$ cat src/rtl/mem_arbiter_sv.sv
// mem_arbiter_sv: shares one fixed-latency single-port RAM between IF and MEM.
// MEM has priority; IF is forced after STARVE_MAX consecutive losses.
module mem_arbiter_sv #(
  parameter int ADDR_W     = 32,
  parameter int DATA_W     = 32,
  parameter int MEM_LAT    = 2,
  parameter int STARVE_MAX = 4
) (
  input  logic              clk,
  input  logic              reset,
  input  logic              if_req,
  input  logic [ADDR_W-1:0] if_addr,
  output logic              if_gnt,
  output logic              if_rvalid,
  output logic [DATA_W-1:0] if_rdata,
  input  logic              mem_req,
  input  logic              mem_we,
  input  logic [ADDR_W-1:0] mem_addr,
  input  logic [DATA_W-1:0] mem_wdata,
  output logic              mem_gnt,
  output logic              mem_rvalid,
  output logic [DATA_W-1:0] mem_rdata,
  output logic              ram_en,
  output logic              ram_we,
  output logic [ADDR_W-1:0] ram_addr,
  output logic [DATA_W-1:0] ram_wdata,
  input  logic [DATA_W-1:0] ram_rdata,
  output logic              busy
);

  localparam int SW = $clog2(STARVE_MAX + 1);
  localparam logic [SW-1:0] SMAX = SW'(STARVE_MAX);
  localparam logic [3:0] LAT = 4'(MEM_LAT);

  typedef enum logic {
    ST_IDLE,
    ST_WAIT
  } state_t;

  state_t          r_state;
  logic            r_owner_mem;
  logic            r_is_write;
  logic [3:0]      r_lat_cnt;
  logic [SW-1:0]   r_starve_cnt;

  logic w_expire;
  logic w_elig;
  logic w_starved;
  logic w_mem_win;
  logic w_if_win;
  logic w_grant;
  logic w_rv;

  // Grant eligibility and priority; reset masks every grant.
  always_comb begin
    w_expire  = (r_state == ST_WAIT) && (r_lat_cnt == 4'd1);
    w_elig    = !reset && ((r_state == ST_IDLE) || w_expire);
    w_starved = (r_starve_cnt == SMAX);
    w_mem_win = w_elig && mem_req && !(if_req && w_starved);
    w_if_win  = w_elig && if_req && !w_mem_win;
    w_grant   = w_mem_win || w_if_win;
    w_rv      = w_expire && !reset;
  end

  // RAM request side is driven in the grant cycle.
  always_comb begin
    if_gnt    = w_if_win;
    mem_gnt   = w_mem_win;
    ram_en    = w_grant;
    ram_we    = w_mem_win && mem_we;
    ram_addr  = '0;
    ram_wdata = '0;
    if (w_mem_win) begin
      ram_addr = mem_addr;
      if (mem_we) ram_wdata = mem_wdata;
    end else if (w_if_win) begin
      ram_addr = if_addr;
    end
  end

  // Response side: owner's rvalid and data when the latency expires.
  always_comb begin
    if_rvalid  = w_rv && !r_owner_mem;
    mem_rvalid = w_rv && r_owner_mem;
    if_rdata   = '0;
    mem_rdata  = '0;
    if (if_rvalid) if_rdata = ram_rdata;
    if (mem_rvalid && !r_is_write) mem_rdata = ram_rdata;
    busy = (r_state == ST_WAIT);
  end

  // Transaction FSM: owner, direction and latency countdown.
  always_ff @(posedge clk or posedge reset) begin
    if (reset) begin
      r_state     <= ST_IDLE;
      r_owner_mem <= 1'b0;
      r_is_write  <= 1'b0;
      r_lat_cnt   <= 4'd0;
    end else if (w_grant) begin
      r_state     <= ST_WAIT;
      r_owner_mem <= w_mem_win;
      r_is_write  <= w_mem_win && mem_we;
      r_lat_cnt   <= LAT;
    end else if (r_state == ST_WAIT) begin
      r_lat_cnt <= r_lat_cnt - 4'd1;
      if (w_expire) r_state <= ST_IDLE;
    end
  end

  // Starvation counter: MEM wins over a waiting IF, cleared by IF grant.
  always_ff @(posedge clk or posedge reset) begin
    if (reset) begin
      r_starve_cnt <= '0;
    end else if (w_if_win) begin
      r_starve_cnt <= '0;
    end else if (w_mem_win && if_req && !w_starved) begin
      r_starve_cnt <= r_starve_cnt + 1'b1;
    end
  end

endmodule

$ cat config.mk
export PLATFORM = sky130hd
export DESIGN_NAME = mem_arbiter_sv
export DESIGN_NICKNAME = d
export VERILOG_FILES = /design/src/rtl/mem_arbiter_sv.sv
export SDC_FILE = /design/constraint.sdc
export NUM_CORES = 1
export LEC_CHECK = 0
export ABC_AREA = 0
export ABC_CLOCK_PERIOD_IN_PS = 2100
export BUFFER_PORTS_ARGS = -buffer_cell sky130_fd_sc_hd__buf_4
export CORE_AREA = 4 4 102 104
export CTS_CLUSTER_SIZE = 8
export DETAILED_ROUTE_END_ITERATION = 16
export DIE_AREA = 0 0 106 108
export REMOVE_ABC_BUFFERS = 1
export SKIP_LAST_GASP = 1
export SYNTH_ARGS = -nofsm -noshare
export SYNTH_HDL_FRONTEND = slang
export SYNTH_SLANG_ARGS = --single-unit
$ cat constraint.sdc
create_clock -name clk -period 2.1 [get_ports clk]
set_clock_uncertainty 0.2 [all_clocks]
set_input_delay 0.525 -clock clk [delete_from_list [all_inputs] [get_ports clk]]
set_output_delay 0.525 -clock clk [all_outputs]
set_load 0.05 [all_outputs]
==> results of run 1 <==
[per-layer routing]
layer | vias up | GRT usage (%)
met5 | - | 0
met1 | 1510 | 18.1
met2 | 175 | 37.1
li1 | 1524 | -
met4 | 0 | 2.50
met3 | 12 | 5.25
[state kept, by name, indices dropped and copies added (netlist names)]
register and count:
busy 1, r_starve_cnt 3, r_owner_mem 1, r_lat_cnt 4, r_is_write 1
[worst register-to-register path, delay by kind of cell, from the launching register on]
family / cells / cell delay [ns]
AO/OA/AOI/OAI: 2 / 0.28
adder cells (fa/ha/maj): 1 / 0.15
buffers and inverters: 3 / 0.39
flip-flops: 1 / 0.38
AND/OR/NAND/NOR: 2 / 0.46
[what timing repair did]
item / in CTS / in global routing
gates resized for setup: 252 / 159
setup buffers: 19 / 7
endpoints found under the hold margin: 0 / 0
pin swaps: 32 / 45
cloned: 10 / 8
setup endpoints to repair: 134 / 136
hold buffers: 0 / 0
[final cells by class]
cell class	count	area share, %
timing repair buffer	331	59.1
inverter	7	0.457
clock buffer	4	0.874
tap	133	2.64
sequential	10	3.97
multi-input combinational	237	33.0
[cells by family after synthesis]
family,after synthesis
xor gates and xnor gates,3
adders and majority gates,4
DFF,10
AOI/OAI and AO/OA,42
buffers and inverters,30
and+or+nand+nor,188
[how the worst min path moves through the flow]
stage	startpoint	end	slack, ns	cells after the start
2_1_floorplan	reset	busy	0.19	1
3_5_place_dp	r_is_write	r_is_write	0.27	1
3_3_place_gp	r_starve_cnt[2]	r_starve_cnt[2]	0.27	1
4_1_cts	reset	r_lat_cnt[3]	0.17	3
5_1_grt	reset	r_owner_mem	0.18	3
6_report	reset	r_owner_mem	0.17	3
[power by group through the flow]
stage          combinational (mW)  clock (mW)  sequential (mW)
3_5_place_dp                 1.94           0            0.343
2_1_floorplan                1.10           0            0.376
5_1_grt                      3.11       0.264            0.370
6_report                     2.96       0.240            0.358
3_3_place_gp                 1.93           0            0.342
4_1_cts                      2.59       0.248            0.357
[per-stage QoR]
step                      cell area, um^2  setup TNS [ns]
after floorplan                      1640         -143.34
after global placement               4080          -26.44
after detailed placement             4080          -31.35
after CTS                            5550          -64.56
after global routing                 6300          -74.37
final                                6300          -60.54
[cells in the final DEF (no fill, tap or decap), types with 3 or more instances in the layout]
master | netlist | layout
buf_4 | 0 | 162
buf_8 | 0 | 73
and2_4 | 0 | 68
buf_6 | 3 | 68
nand2_1 | 41 | 33
a21oi_4 | 0 | 31
and2_1 | 97 | 29
nand3_2 | 0 | 17
nand3_1 | 34 | 16
buf_12 | 0 | 14
dfrtp_1 | 10 | 10
clkbuf_16 | 0 | 8
buf_16 | 0 | 6
o21ai_0 | 5 | 5
nor2_1 | 6 | 5
nand2_2 | 0 | 5
clkbuf_8 | 0 | 4
inv_1 | 7 | 3
inv_2 | 0 | 3
==> results.json, run 1 <==
{
  "status": "finished with violations",
  "violations": "setup timing",
  "grt_max_degree": 33,
  "reg2reg_from": "r_lat_cnt[1]",
  "ant_nets": 0,
  "dieArea_um2": 11400,
  "yosys.cell_count.top_type": "and2_1",
  "crit_path_max_incr_delay_ns": 0.38,
  "n_fill_cell": 730,
  "async_flop_share_pct": 100,
  "stdcell_count": 722,
  "drive_above_1_share_pct": 81.0,
  "cts_inserted_buffers": 3,
  "synth-warning-count": 0,
  "met1Wirelength_mm": 4.09,
  "diodes": 0,
  "synthCells": 277,
  "yosysTopAreaCell": "and2_1",
  "crit_buf_inv": 4,
  "avgViaCountPerCell": 4.46,
  "crit_family": "buffers and inverters",
  "antenna_found_initial": 0,
  "remaining_drc_errors": 0,
  "seq_area_frac_synth_pct": 14.2,
  "hold_class": "in2async",
  "nets": 727,
  "min_period_ns": 2.61,
  "r2r.worst_path.cells": 8,
  "critPathArrivalTime_ns": 1.89,
  "drtIter0Drc": 82,
  "cts_tree": "done",
  "crit_cells": 9,
  "synth_fa_ha_area_share_pct": 2.84,
  "p_sw_mw": 1.72,
  "power.density_nw_per_um2": 564,
  "clk_path_buf_depth": 2,
  "cts_root_buf": "clkbuf_8",
  "clock.fmax_mhz": 382,
  "maxCapViolCount": 0,
  "worst_slack_ns": -0.514,
  "vdd_drop_max_mv": 0.407,
  "cell_internal_pwr_mw": 1.84,
  "start_util_pct": 18.5,
  "dr.pass1.iters": 4,
  "cp.required_ns": 1.37,
  "seq_power_share_pct": 10.1,
  "tightest_slew_ns": 0.354,
  "die_w_um": 106,
  "gp_congestion": 0.792,
  "synth_edf_count": 0,
  "p_leak_nw": 2.93,
  "cts-htree-levels": 1,
  "hold_violations": 0,
  "drt-total-wl_mm": 12.3,
  "grt_pass1_wl_mm": 16.7,
  "p_clk_share_pct": 6.7,
  "die_h_um": 108,
  "crit_path_start": "r_lat_cnt[1]",
  "pin_count": 268,
  "start_kind": "register",
  "relSlewSlack_pct": 76.4,
  "coreArea_um2": 9550,
  "grtUsageTotal_pct": 18.0,
  "synth_compound_area_share_pct": 12.7,
  "placed_cells": 682,
  "yosys-top-cells-count": "and2_1, nand2_1, nand3_1",
  "path_clk_slew_ns": 0.05,
  "num_vias": 3221,
  "criticalPathCategory": "reg2out",
  "yosysTopAreaCellShare_pct": 34.4,
  "slew_violations": 0,
  "rr_endpoint": "r_is_write",
  "synth.distinct_cells": 28,
  "portBuffers": 267,
  "rsz0062_at_grt": "true",
  "final-seq-area_um2": 250,
  "dr_wl_met2_mm": 7.02,
  "synth_xor_area_share_pct": 1.49,
  "clock_latency_ns": 0.23,
  "fin_util_pct": 66.0,
  "grt_pass1_vias": 3291,
  "netlist_area_um2": 1760,
  "whs_ns": 0.167,
  "multi_input_area_um2": 2080,
  "syn2layout_area_growth_pct": 257,
  "finalSetupViolations": 134,
  "critPathCapture": "ram_wdata[2]",
  "cts_sinks": 10,
  "cpMaxStageDelayCell": "dfrtp_1",
  "synth_area_leaders": "and2_1, dfrtp_1, nand3_1",
  "combinationalPowerShare_pct": 83.2,
  "swShare_pct": 48.3,
  "path_max_fanout": 4,
  "finalPower_mw": 3.56,
  "post-route-period-util_pct": 124,
  "wire_per_inst_um": 17.0,
  "dpl_worst_slack_ns": -0.340,
  "synth_flop_cell": "dfrtp_1",
  "end_kind": "primary output",
  "dpl.hpwl_mm": 7.54,
  "synth_top_family_by_area": "simple AND/OR/NAND/NOR gates",
  "synth-seq-cells": 10,
  "grt_remaining_overflow": 0,
  "routed.top_layer": "met4",
  "crit_chain": "inv_2 -> ha_4 -> nor3b_4 -> o21ai_2 -> nor2_4 -> buf_12 -> clkbuf_16 -> and2_4 -> buf_8",
  "yosys.area_share.simple_pct": 60.3,
  "syn_area_per_cell_um2": 6.36,
  "synth_mux_area_share_pct": 0,
  "row_count": 36,
  "met3_length_mm": 1.05,
  "rrSetupSlack_ns": 0.13
}
No activity file was read; power rests on OpenSTA's default activity.
==> inputs of run 2 (changes only) <==
--- a/config.mk
+++ b/config.mk
@@ -13,7 +13,6 @@
 export DETAILED_ROUTE_END_ITERATION = 16
 export DIE_AREA = 0 0 106 108
 export REMOVE_ABC_BUFFERS = 1
-export SKIP_LAST_GASP = 1
 export SYNTH_ARGS = -nofsm -noshare
 export SYNTH_HDL_FRONTEND = slang
 export SYNTH_SLANG_ARGS = --single-unit
==> results.json, run 2 (synthesis gave the netlist of run 1 again) <==
{
  "status": "finished with violations",
  "violations": "setup timing",
  "cts_inserted_buffers": 3,
  "drive_above_1_share_pct": 80.8,
  "post-route-period-util_pct": 125,
  "grt_pass1_vias": 3351,
  "cts_tree": "done",
  "drt-total-wl_mm": 12.4,
  "fin_util_pct": 66.2,
  "clk_path_buf_depth": 2,
  "portBuffers": 267,
  "hold_class": "in2async",
  "cell_internal_pwr_mw": 1.84,
  "cpMaxStageDelayCell": "dfrtp_1",
  "setup_tns_ns": -60.98,
  "layout_commonest_cell": "buf_4",
  "ant_nets": 0,
  "largest_reg_flops": 4,
  "criticalPathCategory": "reg2out",
  "hold_violations": 0,
  "cts-htree-levels": 1,
  "crit_path_max_incr_delay_ns": 0.38,
  "worst_slack_ns": -0.532,
  "min_period_ns": 2.63,
  "dpl_worst_slack_ns": -0.340,
  "nets": 728,
  "remaining_drc_errors": 0,
  "cts_root_buf": "clkbuf_8",
  "finalPower_mw": 3.57,
  "crit_path_start": "r_lat_cnt[1]",
  "power.density_nw_per_um2": 564,
  "seq_power_share_pct": 10.0,
  "pin_count": 268,
  "p_clk_share_pct": 6.8,
  "num_vias": 3193,
  "wire_per_inst_um": 17.1,
  "start_util_pct": 18.5,
  "tightest_slew_ns": 0.374,
  "relSlewSlack_pct": 75.1,
  "gp_congestion": 0.792,
  "dieArea_um2": 11400,
  "grtUsageTotal_pct": 18.5,
  "row_count": 36,
  "maxCapViolCount": 0,
  "top_regs": "r_lat_cnt: 4 flops, r_starve_cnt: 3 flops",
  "critPathArrivalTime_ns": 1.91,
  "combinationalPowerShare_pct": 83.2,
  "p_leak_nw": 2.93,
  "grt_pass1_wl_mm": 17.1,
  "clock.fmax_mhz": 380,
  "antenna_found_initial": 0,
  "end_kind": "primary output",
  "drtIter0Drc": 80,
  "crit_chain": "inv_2 -> ha_4 -> nor3b_4 -> o21ai_2 -> nor2_4 -> bufbuf_16 -> and2_1 -> buf_6",
  "reg2reg_from": "r_lat_cnt[0]",
  "die_w_um": 106,
  "grt_max_degree": 33,
  "dpl.hpwl_mm": 7.54,
  "path_clk_slew_ns": 0.05,
  "clock_latency_ns": 0.23,
  "syn2layout_area_growth_pct": 259,
  "rsz0062_at_grt": "true",
  "slew_violations": 0,
  "avgViaCountPerCell": 4.42,
  "regMostFlops": "r_lat_cnt",
  "crit_buf_inv": 3,
  "die_h_um": 108,
  "swShare_pct": 48.4,
  "finalSetupViolations": 135,
  "vdd_drop_max_mv": 0.404,
  "coreArea_um2": 9550,
  "diodes": 0,
  "grt_remaining_overflow": 0,
  "path_max_fanout": 8,
  "crit_family": "buffers and inverters",
  "cts_sinks": 10,
  "cp.required_ns": 1.37,
  "p_sw_mw": 1.73,
  "dr.pass1.iters": 4,
  "layout_common_cells": "buf_4, buf_8, buf_6",
  "cts_hold_buf": 0,
  "start_kind": "register"
}
run 2: power by group through the flow:
| stage | Clock, mW | Combinational (mW) | Sequential [mW] |
|---|---|---|---|
| after floorplan | 0 | 1.10 | 0.376 |
| after global placement | 0 | 1.93 | 0.342 |
| after detailed placement | 0 | 1.94 | 0.343 |
| after CTS | 0.248 | 2.62 | 0.357 |
| after global routing | 0.266 | 3.12 | 0.370 |
| final | 0.241 | 2.97 | 0.358 |
run 2: final cells by class:
| class | instances | area, um^2 |
|---|---|---|
| multi-input combinational | 237 | 2080 |
| clock buffer | 4 | 55.1 |
| inverter | 7 | 28.8 |
| sequential | 10 | 250 |
| fill | 707 | 3230 |
| tap | 133 | 166 |
| timing repair buffer | 332 | 3740 |
run 2: repair_timing:
action | CTS | global route
resized for setup | 297 | 108
pin swaps | 36 | 43
buffers inserted | 19 | 5
setup endpoints to repair | 134 | 136
gates cloned | 10 | 8
run 2: final timing paths:
| check | end | slack, ns | depth (start not counted) |
|---|---|---|---|
| min in group clk | r_is_write | 0.28 | 1 |
| min | r_owner_mem | 0.17 | 3 |
| min reg2reg | r_is_write | 0.28 | 1 |
| max | ram_wdata[0] | -0.53 | 8 |
| max in group asynchronous | r_lat_cnt[0] | 1.39 | 3 |
| max reg2reg | r_is_write | -0.01 | 10 |
run 2: worst min-delay path, stage by stage:
cell and delay, ns:
buf_4 0.13, inv_1 0.09, buf_4 0.20
run 2: layer usage:
layer / vias up / part of all wire, % / track usage, %
met1: 1493 / 33 / 18.5
met5: - / 0 / 0
li1: 1523 / - / -
met2: 163 / 57 / 38.1
met3: 14 / 8.1 / 5.25
met4: 0 / 1.2 / 2.78
run 2: stage by stage:
step	cells	hold slack [ns]	instance area [um^2]
2_1_floorplan	254	0.189	1640
3_3_place_gp	682	0.275	4080
3_5_place_dp	682	0.267	4080
4_1_cts	713	0.167	5690
5_1_grt	723	0.182	6320
6_report	723	0.166	6320
